--- src/rtl/div_request_adapter.sv ---
// ============================================================================
// div_request_adapter
// ----------------------------------------------------------------------------
// Purpose:
//   Request/response front end for the unsigned divider's control unit and
//   datapath. It accepts one operand pair at a time over a valid/ready
//   handshake. It then pulses the divider's start line and holds its run
//   line until the divider reports ready. After that it captures the packed
//   remainder/quotient and presents the result over a second valid/ready
//   handshake. A watchdog aborts the transaction if the divider never
//   finishes.
//
// Optional feature (compile-time macro):
//   DIV_ZERO_BYPASS_EN - when defined, a zero divisor skips the divider
//                        entirely. The result is quotient = all ones and
//                        remainder = dividend, with dz set, and it is
//                        presented one cycle after the accept.
//                        When undefined, a zero divisor runs the full
//                        sequence and only the dz flag marks it.
//
// Parameters:
//   WIDTH       operand width
//   WDOG_LIMIT  maximum RUN-state cycles before the watchdog aborts
//
// Ports:
//   clk            in   rising-edge clock
//   rst_n          in   asynchronous active-low reset
//   in_valid       in   request valid
//   in_ready       out  adapter can accept a request (IDLE only)
//   in_dividend    in   [WIDTH]   dividend
//   in_divisor     in   [WIDTH]   divisor
//   div_start      out  reset/load pulse to divider control (also high in reset)
//   div_run        out  run enable to divider control
//   div_dividend   out  [WIDTH]   latched dividend
//   div_divisor    out  [WIDTH]   latched divisor
//   div_rdy        in   divider ready flag
//   div_result     in   [2*WIDTH] {remainder, quotient} from the divider
//   out_valid      out  result valid (DONE state)
//   out_ready      in   consumer accepts result
//   out_quotient   out  [WIDTH]   quotient
//   out_remainder  out  [WIDTH]   remainder
//   out_dz         out  divisor was zero
//   out_err        out  watchdog abort; quotient/remainder forced to zero
// ============================================================================
module div_request_adapter #(
  parameter int WIDTH      = 32,
  parameter int WDOG_LIMIT = 2 * WIDTH
) (
  input  logic               clk,
  input  logic               rst_n,
  input  logic               in_valid,
  output logic               in_ready,
  input  logic [WIDTH-1:0]   in_dividend,
  input  logic [WIDTH-1:0]   in_divisor,
  output logic               div_start,
  output logic               div_run,
  output logic [WIDTH-1:0]   div_dividend,
  output logic [WIDTH-1:0]   div_divisor,
  input  logic               div_rdy,
  input  logic [2*WIDTH-1:0] div_result,
  output logic               out_valid,
  input  logic               out_ready,
  output logic [WIDTH-1:0]   out_quotient,
  output logic [WIDTH-1:0]   out_remainder,
  output logic               out_dz,
  output logic               out_err
);

  localparam int WDOG_W = $clog2(WDOG_LIMIT + 1);

  typedef enum logic [2:0] {
    IDLE,
    LOAD,
    RUN,
    DRAIN,
    CAPTURE,
    DONE
  } state_t;

  state_t             state;
  state_t             state_next;
  logic [WDOG_W-1:0]  wdog;
  logic               accept;
  logic               bypass;
  logic               wdog_expire;
  logic               load_pulse;

  // A request is taken only in IDLE. in_ready depends on state alone, so
  // this has no path to any output within the same cycle.
  assign accept = in_valid && (state == IDLE);

  // The bypass decision uses the live divisor at the accept edge. This is
  // the same value that is latched into div_divisor.
`ifdef DIV_ZERO_BYPASS_EN
  assign bypass = (in_divisor == '0);
`else
  assign bypass = 1'b0;
`endif

  // The watchdog has counted WDOG_LIMIT-1 earlier RUN cycles. The current
  // cycle is the last one allowed. If div_rdy is still low here, abort.
  assign wdog_expire = (state == RUN) && !div_rdy &&
                       (wdog == WDOG_W'(WDOG_LIMIT - 1));

  // --------------------------------------------------------------------------
  // State register
  // --------------------------------------------------------------------------
  always_ff @(posedge clk or negedge rst_n) begin
    if (!rst_n) begin
      state <= IDLE;
    end else begin
      state <= state_next;
    end
  end

  // --------------------------------------------------------------------------
  // Next-state logic
  // --------------------------------------------------------------------------
  always_comb begin
    state_next = state;
    case (state)
      IDLE: begin
        if (in_valid) begin
          state_next = bypass ? DONE : LOAD;
        end
      end
      LOAD: begin
        state_next = RUN;
      end
      RUN: begin
        if (div_rdy) begin
          state_next = DRAIN;
        end else if (wdog_expire) begin
          state_next = DONE;
        end
      end
      // The divider needs one more run cycle to commit its final shift.
      // During that cycle its shift control also clears.
      DRAIN: begin
        state_next = CAPTURE;
      end
      CAPTURE: begin
        state_next = DONE;
      end
      // A new in_valid in DONE is ignored. It is accepted from IDLE on the
      // following cycle.
      DONE: begin
        if (out_ready) begin
          state_next = IDLE;
        end
      end
      default: begin
        state_next = IDLE;
      end
    endcase
  end

  // --------------------------------------------------------------------------
  // Output decode from the current state
  // --------------------------------------------------------------------------
  always_comb begin
    in_ready   = 1'b0;
    load_pulse = 1'b0;
    div_run    = 1'b0;
    out_valid  = 1'b0;
    case (state)
      IDLE:    in_ready   = 1'b1;
      LOAD:    load_pulse = 1'b1;
      RUN:     div_run    = 1'b1;
      DRAIN:   div_run    = 1'b1;
      DONE:    out_valid  = 1'b1;
      default: ;
    endcase
  end

  // The divider control is held in reset whenever the adapter is. This is a
  // deliberate combinational path from rst_n.
  assign div_start = ~rst_n | load_pulse;

  // --------------------------------------------------------------------------
  // Watchdog: counts RUN cycles and clears in every other state
  // --------------------------------------------------------------------------
  always_ff @(posedge clk or negedge rst_n) begin
    if (!rst_n) begin
      wdog <= '0;
    end else if (state == RUN) begin
      wdog <= wdog + 1'b1;
    end else begin
      wdog <= '0;
    end
  end

  // --------------------------------------------------------------------------
  // Operand and result registers
  // --------------------------------------------------------------------------
  // Operands stay stable from the accept edge through CAPTURE because they
  // change only on the next accept. The result registers change only on
  // accept (bypass), on watchdog abort, or in CAPTURE. That keeps them
  // stable for the whole time DONE waits on out_ready.
  always_ff @(posedge clk or negedge rst_n) begin
    if (!rst_n) begin
      div_dividend  <= '0;
      div_divisor   <= '0;
      out_quotient  <= '0;
      out_remainder <= '0;
      out_dz        <= 1'b0;
      out_err       <= 1'b0;
    end else begin
      if (accept) begin
        div_dividend <= in_dividend;
        div_divisor  <= in_divisor;
        out_dz       <= (in_divisor == '0);
        out_err      <= 1'b0;
        if (bypass) begin
          out_quotient  <= '1;
          out_remainder <= in_dividend;
        end
      end
      if (wdog_expire) begin
        out_err       <= 1'b1;
        out_quotient  <= '0;
        out_remainder <= '0;
      end
      if (state == CAPTURE) begin
        out_quotient  <= div_result[WIDTH-1:0];
        out_remainder <= div_result[2*WIDTH-1:WIDTH];
      end
    end
  end

endmodule

--- config.mk ---
export PLATFORM = sky130hd
export DESIGN_NAME = div_request_adapter
export DESIGN_NICKNAME = d
export VERILOG_FILES = /design/src/rtl/div_request_adapter.sv
export SDC_FILE = /design/constraint.sdc
export NUM_CORES = 1
export LEC_CHECK = 0
export BUFFER_PORTS_ARGS = -buffer_cell sky130_fd_sc_hd__buf_2
export CORE_AREA = 4 4 113 115
export CTS_BUF_LIST = sky130_fd_sc_hd__clkbuf_8
export DETAILED_ROUTE_END_ITERATION = 10
export DIE_AREA = 0 0 117 119
export GPL_TIMING_DRIVEN = 0
export PLACE_DENSITY = 0.81
export SYNTH_ARGS = -nofsm -noshare
export SYNTH_HDL_FRONTEND = slang
export SYNTH_SLANG_ARGS = --single-unit
--- constraint.sdc ---
create_clock -name clk -period 2 [get_ports clk]
set_input_delay 0.2 -clock clk [delete_from_list [all_inputs] [get_ports clk]]
set_output_delay 0.2 -clock clk [all_outputs]
set_load 0.1 [all_outputs]
==> results_dict.tcl, run 1 <==
set metrics [dict create \
    tns_ps 0 \
    syn_nets 619 \
    cts_buffers 17 \
    worst_pin_slew_ps 600 \
    crit_arrival_ps 2240 \
    place_congestion 0.827 \
    crit_type "reg -> reg" \
    skew_ps 10.1 \
    io_buffers 266 \
    syn_inst 485 \
    ys_types 34 \
    cpMostUsedCell "buf_6" \
    overflow 0 \
    gr-usage-all-layers_pct 26.2 \
    grt_pass1_vias 5670 \
    rsz0062_at_grt "true" \
    core_area_mm2 0.0118 \
    critPathMaxStageDelay_ps 370 \
    crit_chain "buf_6, or3b_4, buf_6, nor4b_4, buf_6, buf_8, a21oi_1" \
    wl_per_cell_um 17.3 \
    cts_root_buf "clkbuf_8" \
    drv_slew 0 \
    cts_sinks 140 \
    die_w_um 117 \
    cp_top_family "simple AND/OR/NAND/NOR gates" \
    clock_latency_ps 420 \
    slew_headroom_pct 60.0 \
    ys_seq_area_share_pct 63.1 \
    fin_crit_ps 1930 \
    synth_edf_count 0 \
    status "complete, but fails checks" \
    failed_checks "hold timing" \
    start_util_pct 47.0 \
    cts_tree "built" \
    dieArea_mm2 0.0139 \
    setup.worst_path.start_class "register" \
    cp.required_ps 2300 \
    nNetsFinal 1015 \
    routed_wl_um 18100 \
    cp-end-kind "register" \
    finalHoldViolCount 65 \
    crit_buf_inv 4 \
    worstHoldPathType "in -> async" \
    clk_pin_slew_ps 70 \
    io_pins 267 \
    setup_viol 0 \
    max_freq_ghz 0.517 \
    rows 40 \
    hold_ws_ps -238 \
    async_flop_share_pct 100 \
    cap_viol_max_count 0 \
    synth_area_per_cell_um2 11.4 \
    grt_pass1_wl_um 28200 \
    cts_buffer_depth 2 \
    die_h_um 119 \
    drive_gt1_share_pct 43.9 \
    antenna_left 0 \
    dp_slack_ps -84.0 \
    hpwl_um 11400 \
    vias 5253 \
    synth_seq_cells 140 \
    antenna_found_initial 1 \
    fin_crit_sh_pct 96.7 \
    syn_to_final_growth_pct 56.8 \
    syn_area_mm2 0.00555 \
    grt_max_degree 77 \
    crit_slowest_cell "dfrtp_1" \
    layout_setup_ws_ps 66.5 \
    drc_errors 0 \
    htree_levels 4 \
    ys.warnings.count 0 \
    drtIter0Drc 357 \
    critPathMaxFanout 10 \
    synth_ff_type "dfrtp_1" \
    drt-pass1-iter-count 5 \
    vias_per_cell 5.05 \
    fill_cells 767 \
]
-- layout by cell type, fill, tap and decap left out, types with 2 or more instances in the layout --
| cell type | netlist | layout |
|---|---|---|
| o31ai_1 | 2 | 2 |
| nand4_1 | 3 | 3 |
| clkbuf_1 | 12 | 6 |
| a21oi_1 | 67 | 67 |
| clkbuf_4 | 0 | 2 |
| nand3_1 | 3 | 3 |
| nor2_1 | 8 | 8 |
| dfrtp_1 | 140 | 139 |
| buf_6 | 5 | 5 |
| inv_1 | 4 | 10 |
| nor4_1 | 8 | 8 |
| buf_4 | 1 | 2 |
| clkbuf_2 | 0 | 7 |
| dlygate4sd3_1 | 0 | 107 |
| clkbuf_8 | 0 | 18 |
| nand2_1 | 132 | 132 |
| mux2_2 | 64 | 64 |
| xor2_1 | 2 | 2 |
| buf_2 | 11 | 273 |
| clkinv_2 | 0 | 2 |
| bufinv_16 | 0 | 4 |
| o21ai_0 | 4 | 3 |
| buf_8 | 0 | 4 |
-- area by class of cell --
type                            instances  area [um2]  share of cell area [%]
Antenna cell                            1        2.50                  0.0288
Clock buffer                           18         248                    2.85
Multi-Input combinational cell        310        1890                    21.8
Sequential cell                       140        3500                    40.3
Buffer                                 30         210                    2.42
Tap cell                              147         184                    2.11
Clock inverter                         13         161                    1.85
Timing Repair Buffer                  378        2480                    28.5
Inverter                                4        15.0                   0.173
-- sequential cells by signal (all words and copies together), names as in the netlist --
signal	cells
state	3
out_remainder	32
div_dividend	32
div_divisor	32
wdog	7
out_err	1
out_dz	1
out_quotient	32
-- timing repair --
item / CTS / global route
endpoints found under the hold margin: 170 / 67
hold buffers: 105 / 2
endpoints found under the setup margin: 54 / 111
pin swaps: 1 / 1
setup buffers: 1 / 0
gates resized for setup: 7 / 21
gates cloned: 1 / 2
-- routing by layer --
metal / share of wire (%) / wire, um / up-vias / track usage, %
li1: - / - / 2437 / -
met1: 36 / 6510 / 2515 / 27.7
met2: 53 / 9530 / 245 / 46.8
met3: 7.1 / 1290 / 56 / 6.55
met4: 4.1 / 737 / 0 / 13.8
met5: 0 / 0 / - / 0
-- cell usage after synthesis, types with 2 or more instances --
library cell  count  area, um2
xor2_1            2       17.5
nand4_1           3       18.8
nor2_1            8       30.0
nand3_1           3       15.0
buf_6             5       56.3
buf_1             2       7.51
a21oi_1          67        335
o31ai_1           2       15.0
clkbuf_1         12       45.0
inv_1             4       15.0
o21ai_0           4       20.0
dfrtp_1         140       3500
nor4_1            8       50.1
mux2_2           64        721
buf_2            11       55.1
nand2_1         132        495
-- worst reg2reg max path, stage by stage, from the launching register on --
cell	delay, ps
dfrtp_1	370
buf_6	140
or3b_4	370
buf_6	150
nor4b_4	340
buf_6	230
buf_8	150
a21oi_1	60
-- stage by stage --
step / instances / instance area (um2) / util, %
floorplan: 485 / 5570 / -
global route: 1041 / 8700 / 73.7
global placement: 898 / 7080 / 59.9
CTS: 1036 / 8600 / 72.8
detailed placement: 899 / 7110 / 60.2
finish: 1041 / 8700 / 73.7
-- path summary, 6_finish.rpt --
kind                                      startpoint  slack (ps)                             to  cells past startpoint
worst min-delay path                           rst_n        -240   out_quotient[26]$_DFFE_PN0P_                      1
worst min register to register     wdog[0]$_DFF_PN0_         460              wdog[0]$_DFF_PN0_                      1
worst max-delay path            state[0]$_DFFE_PN0P_          70  out_remainder[20]$_DFFE_PN0P_                      7
max in group asynchronous                      rst_n        1460   div_dividend[13]$_DFFE_PN0P_                      2
min in group clk                      in_divisor[18]          30    div_divisor[18]$_DFFE_PN0P_                      2
worst max register to register  state[0]$_DFFE_PN0P_          70  out_remainder[20]$_DFFE_PN0P_                      7
-- cells by family (layout without fill, tap and decap cells) --
logic type               after synthesis  in the layout  synth area share (%)
AND/OR/NAND/NOR                      164            164                  12.4
flip-flops                           140            140                  63.1
AO/OA/AOI/OAI                         78             78                  7.39
multiplexers                          64             64                  13.0
buffers and inverters                 35            443                  3.36
XOR/XNOR                               3              3                 0.473
adder cells (fa/ha/maj)                1              1                 0.225
other                                  0              1                     0
Power of run 1 is not shown: default switching activity piles up to over one toggle a cycle in this logic, so the estimate is an artifact.
==> run 2, diff against run 1 <==
==> config.mk (replaced) <==
export PLATFORM = sky130hd
export DESIGN_NAME = div_request_adapter
export DESIGN_NICKNAME = d
export VERILOG_FILES = /design/src/rtl/div_request_adapter.sv
export SDC_FILE = /design/constraint.sdc
export NUM_CORES = 1
export LEC_CHECK = 0
export ABC_AREA = 1
export BUFFER_PORTS_ARGS = -buffer_cell sky130_fd_sc_hd__buf_2
export CORE_AREA = 4 4 116 118
export CTS_BUF_LIST = sky130_fd_sc_hd__clkbuf_4 sky130_fd_sc_hd__clkbuf_8 sky130_fd_sc_hd__clkbuf_16
export DETAILED_ROUTE_END_ITERATION = 10
export DIE_AREA = 0 0 120 122
export GPL_TIMING_DRIVEN = 0
export PLACE_DENSITY = 0.8
export SYNTH_ARGS = -nofsm -noshare
export SYNTH_HDL_FRONTEND = slang
export SYNTH_SLANG_ARGS = --single-unit
==> run 2 against run 1 <==
  * The run now ends clean
  * First-iteration DRC count rose by 48%
  * Critical endpoint is now in_ready
  * Register-to-register slack gained 300 ps
  * Final cell count grew 18%
  * Highest routed layer unchanged
==> results_dict.tcl, run 2 <==
set metrics [dict create \
    synth_top_area_share_pct 60.7 \
    die_w_um 120 \
    min_from "div_result[7]" \
    async_flop_share_pct 100 \
    crit_type "reg -> out" \
    synth_edf_count 0 \
    finalHoldViolCount 0 \
    overflow 0 \
    crit_buf_inv 3 \
    cp-end-kind "output port" \
    io_buffers 266 \
    place_congestion 0.835 \
    crit_slowest_cell "dfrtp_1" \
    synth_seq_cells 140 \
    rsz0062_at_grt "false" \
    synth_area_per_cell_um2 8.92 \
    syn_area_mm2 0.00577 \
    critPathMaxStageDelay_ps 440 \
    rr_endpoint "div_dividend[26]$_DFFE_PN0P_" \
    grt-busiest-layer "met2" \
    syn_nets 781 \
    crit_chain "inv_1, nand2_1, inv_1, buf_2" \
    grt_pass1_wl_um 31500 \
    fill_cells 882 \
    vias_per_cell 4.99 \
    cap_viol_max_count 0 \
    fin_crit_sh_pct 94.5 \
    critPathMaxFanout 5 \
    hold_depth 3 \
    setup_viol 0 \
    fin_crit_ps 1890 \
    cp_top_family "buffers and inverters" \
    clock_latency_ps 420 \
    synth.most_common_cell "nand2_1" \
    met3_usage_pct 6.87 \
    status "finished clean" \
    min_to "out_quotient[7]$_DFFE_PN0P_" \
    routed_wl_um 20200 \
    cts_buffer_depth 2 \
    synth_ff_type "dfrtp_1" \
    gr-usage-all-layers_pct 27.6 \
    slew_headroom_pct 60.9 \
    cts_tree "built" \
    ys.warnings.count 0 \
    final_cell_mix "nand2_1 (331), buf_2 (280), dfrtp_1 (140), dlygate4sd3_1 (106), nand3_1 (53)" \
    use_met1_pct 30.2 \
    max_freq_ghz 0.529 \
    r2r_start "state[2]$_DFFE_PN0P_" \
    post_cts_buffers 0 \
    drtIter0Drc 528 \
    reg2reg_slack_ps 370 \
    crit_arrival_ps 1690 \
    synth_top_area_cell "dfrtp_1" \
    syn_inst 647 \
    rows 41 \
    die_h_um 122 \
    dpl-instance-area_mm2 0.00735 \
    drt-pass1-iter-count 5 \
    cts_buffers 17 \
    synthTopCellsByArea "dfrtp_1 (61%), nand2_1 (22%), nand3_1 (4.6%)" \
    reg2regPathDepth 5 \
    grt_max_degree 73 \
    ys_seq_area_share_pct 60.7 \
    drc_errors 0 \
    vias 6105 \
    io_pins 267 \
    cts_sinks 140 \
    cpMostUsedCell "inv_1" \
    worst_pin_slew_ps 586 \
    cp.required_ps 1800 \
    antenna_left 0 \
    drv_slew 0 \
    setup.worst_path.start_class "register" \
    dieArea_mm2 0.0146 \
    ys_types 23 \
    clk_pin_slew_ps 60 \
    grt_pass1_vias 6348 \
    synthTopCellsByCount "nand2_1 (331), dfrtp_1 (140), nand3_1 (53)" \
    wl_per_cell_um 16.5 \
    htree_levels 4 \
    fin_util_pct 72.2 \
    mostFrequentLayoutCell "nand2_1" \
    drive_gt1_share_pct 33.8 \
    nNetsFinal 1173 \
    syn_to_final_growth_pct 55.9 \
    cts_root_buf "clkbuf_16" \
    skew_ps 12.1 \
    antenna_found_initial 1 \
    hpwl_um 12300 \
    worstHoldPathType "in -> reg" \
    start_util_pct 46.3 \
    final_cell_area_mm2 0.00900 \
    core_area_mm2 0.0125 \
    grt_use_met2_pct 48.5 \
]
run 2: final cells by class:
cell class              count  area [um2]  share of cell area (%)
well taps                 172         215                    2.39
inverters                  18        67.6                   0.751
diodes                      1        2.50                  0.0278
flip-flops and latches    140        3500                    38.9
clock inverters             6        61.3                   0.682
repair buffers            373        2430                    27.0
plain buffers              33         208                    2.31
multi-input cells         456        2000                    22.2
clock buffers              25         510                    5.67
run 2: tightest hold or removal path: stages:
cell and delay, ps:
buf_2 70, nand2_1 50, nand2_1 60
run 2: how the worst max path moves through the flow:
stage | start | end | slack (ps) | cells past startpoint
after floorplan | state[1]$_DFFE_PN0P_ | state[2]$_DFFE_PN0P_ | 170 | 6
after global placement | rst_n | div_start | -1300 | 3
after detailed placement | state[2]$_DFFE_PN0P_ | div_dividend[31]$_DFFE_PN0P_ | 430 | 5
after CTS | rst_n | div_start | 30 | 4
after global routing | rst_n | div_start | 6 | 4
final | state[2]$_DFFE_PN0P_ | in_ready | 110 | 4
run 2: kinds of logic (layout without fill, tap and decap cells):
family,after synthesis,after routing,share of synthesized area [%]
xor+xnor,1,1,0.152
fa+ha+maj,1,1,0.217
flops,140,140,60.7
compound gates,13,13,1.21
simple gates,441,441,32.9
other cells,0,1,0
buf+inv,51,455,4.77
run 2: layer usage:
metal	part of all wire, %	routed length, um	vias up
li1	-	-	2803
met1	36	7200	2890
met2	52	10500	325
met3	7.7	1560	87
met4	4.8	971	0
met5	0	0	-
run 2: per-stage QoR:
stage / setup WS, ps / setup TNS (ps) / std cells / hold slack (ps)
after floorplan: 168 / 0 / 647 / -95.6
after global placement: -1300 / -175110 / 1085 / 394
after detailed placement: 429 / 0 / 1086 / 251
after CTS: 30.8 / 0 / 1223 / 0.285
after global routing: 5.55 / 0 / 1224 / 13.0
final: 109 / 0 / 1224 / 2.05
run 2: timing repair:
| item | in CTS | in global routing |
|---|---|---|
| hold endpoints to repair | 173 | 0 |
| setup endpoints to repair | 0 | 1 |
| gates resized for setup | 0 | 3 |
| hold buffers | 106 | 0 |
Power of run 2 is left out for the same reason.
==> run 3, diff against run 2 <==
--- a/config.mk
+++ b/config.mk
@@ -7,12 +7,14 @@
 export LEC_CHECK = 0
 export ABC_AREA = 1
 export BUFFER_PORTS_ARGS = -buffer_cell sky130_fd_sc_hd__buf_2
-export CORE_AREA = 4 4 116 118
+export CELL_PAD_IN_SITES_DETAIL_PLACEMENT = 1
+export CELL_PAD_IN_SITES_GLOBAL_PLACEMENT = 2
+export CORE_AREA = 4 4 154 156
 export CTS_BUF_LIST = sky130_fd_sc_hd__clkbuf_4 sky130_fd_sc_hd__clkbuf_8 sky130_fd_sc_hd__clkbuf_16
 export DETAILED_ROUTE_END_ITERATION = 10
-export DIE_AREA = 0 0 120 122
+export DIE_AREA = 0 0 158 160
 export GPL_TIMING_DRIVEN = 0
-export PLACE_DENSITY = 0.8
+export PLACE_DENSITY = 0.79
 export SYNTH_ARGS = -nofsm -noshare
 export SYNTH_HDL_FRONTEND = slang
 export SYNTH_SLANG_ARGS = --single-unit
==> run 3 against run 2 <==
  * The run now ends with hold timing left
  * Core utilization is 31 points lower
  * Final cell count is 9.8% higher
  * Critical path depth stayed put
  * Flip-flop and latch count stayed put
  * Non-clock buffer count is 6 higher
  * Sequential share of layout area is 1.1 points lower
  * Hold slack worse by 220 ps
  * Clock skew is 1.5 ps higher
  * Wire length is 5.0% higher
  * Highest routed layer unchanged
==> results_dict.tcl, run 3 (synthesis gave the netlist of run 2 again) <==
set metrics [dict create \
    rsz0062_at_grt "false" \
    overflow 0 \
    clock_latency_ps 420 \
    fill_cells 2657 \
    dieArea_mm2 0.0253 \
    crit_chain "inv_1, nand3_1, nand2_1, buf_2" \
    final_cell_mix "nand2_1 (331), buf_2 (281), dfrtp_1 (140), dlygate4sd3_1 (112), nand3_1 (53)" \
    vias_per_cell 4.25 \
    die_w_um 158 \
    grt_pass1_vias 6216 \
    io_pins 267 \
    post_cts_resized 0 \
    slew_headroom_pct 53.0 \
    drtIter0Drc 192 \
    fin_crit_ps 1900 \
    startpoint "state[2]$_DFFE_PN0P_" \
    use_met1_pct 20.5 \
    hold_ws_ps -220 \
    worstHoldPathType "in -> async" \
    rr_endpoint "div_divisor[30]$_DFFE_PN0P_" \
    htree_levels 4 \
    core_area_mm2 0.0224 \
    crit_type "reg -> out" \
    fin_util_pct 41.4 \
    met3_usage_pct 5.39 \
    drt-pass1-iter-count 4 \
    mostFrequentLayoutCell "nand2_1" \
    syn_to_final_growth_pct 60.4 \
    r2r_start "state[2]$_DFFE_PN0P_" \
    vias 5717 \
    grt_use_met2_pct 28.1 \
    drive_gt1_share_pct 33.6 \
    start_util_pct 25.8 \
    cts_root_buf "clkbuf_16" \
    holdBufCountCts 112 \
    gr-usage-all-layers_pct 16.8 \
    place_congestion 0.773 \
    tns_ps 0 \
    hpwl_um 15200 \
    finalHoldViolCount 70 \
    nNetsFinal 1179 \
    rows 55 \
    routed_wl_um 21200 \
    crit_slowest_cell "dfrtp_1" \
    die_h_um 160 \
    max_freq_ghz 0.527 \
    reg2regPathDepth 7 \
    dp_slack_ps 194 \
    critPathMaxFanout 5 \
    crit_buf_inv 2 \
    grt_max_degree 72 \
    grt_pass1_wl_um 33700 \
    layout_setup_ws_ps 103 \
    critPathMaxStageDelay_ps 440 \
    cts_tree "built" \
    status "complete, but fails checks" \
    skew_ps 13.6 \
    cp-end-kind "output port" \
    drv_slew 0 \
    grt-busiest-layer "met2" \
    post_cts_buffers 0 \
    crit_arrival_ps 1700 \
    fin_crit_sh_pct 94.9 \
    drc_errors 0 \
    clk_pin_slew_ps 60 \
    setup_viol 0 \
    wl_per_cell_um 15.8 \
    cap_viol_max_count 0 \
    antenna_left 0 \
    cts_buffers 17 \
    reg2reg_slack_ps 430 \
    setup.worst_path.start_class "register" \
    io_buffers 266 \
    cts_sinks 140 \
    worst_pin_slew_ps 705 \
    antenna_found_initial 2 \
    cp_top_family "buffers and inverters" \
    cts_buffer_depth 2 \
    cp.required_ps 1800 \
    failed_checks "hold timing" \
]
[run 3: worst max-delay path by stage]
stage                                   endpoint  slack (ps)  cells past startpoint
global placement    out_quotient[13]$_DFFE_PN0P_       -1590                      1
CTS                                    div_start          70                      4
floorplan                   state[2]$_DFFE_PN0P_         170                      6
detailed placement                     div_start         190                      4
global route                           div_start          20                      4
finish                                 div_start         100                      4
[run 3: final cells by class]
class	count	area (um2)	share of cell area, %
clock buffer	19	447	4.83
clock inverter	12	188	2.03
tap	285	357	3.85
timing repair buffer	379	2490	26.9
inverter	18	67.6	0.730
sequential	140	3500	37.8
multi-input combinational	456	2000	21.6
buffer	33	208	2.24
antenna	2	5.00	0.0541
[run 3: layer usage]
metal | part of all wire, % | wire (um)
met3 | 8.2 | 1740
met5 | 0 | 0
met1 | 43 | 9060
met2 | 47 | 10000
met4 | 1.9 | 402
[run 3: stage by stage]
stage | cell area (um2) | std cells
finish | 9260 | 1344
floorplan | 5770 | 647
detailed placement | 7500 | 1199
global route | 9260 | 1344
global placement | 7460 | 1198
CTS | 9250 | 1342
Power of run 3 is left out for the same reason.
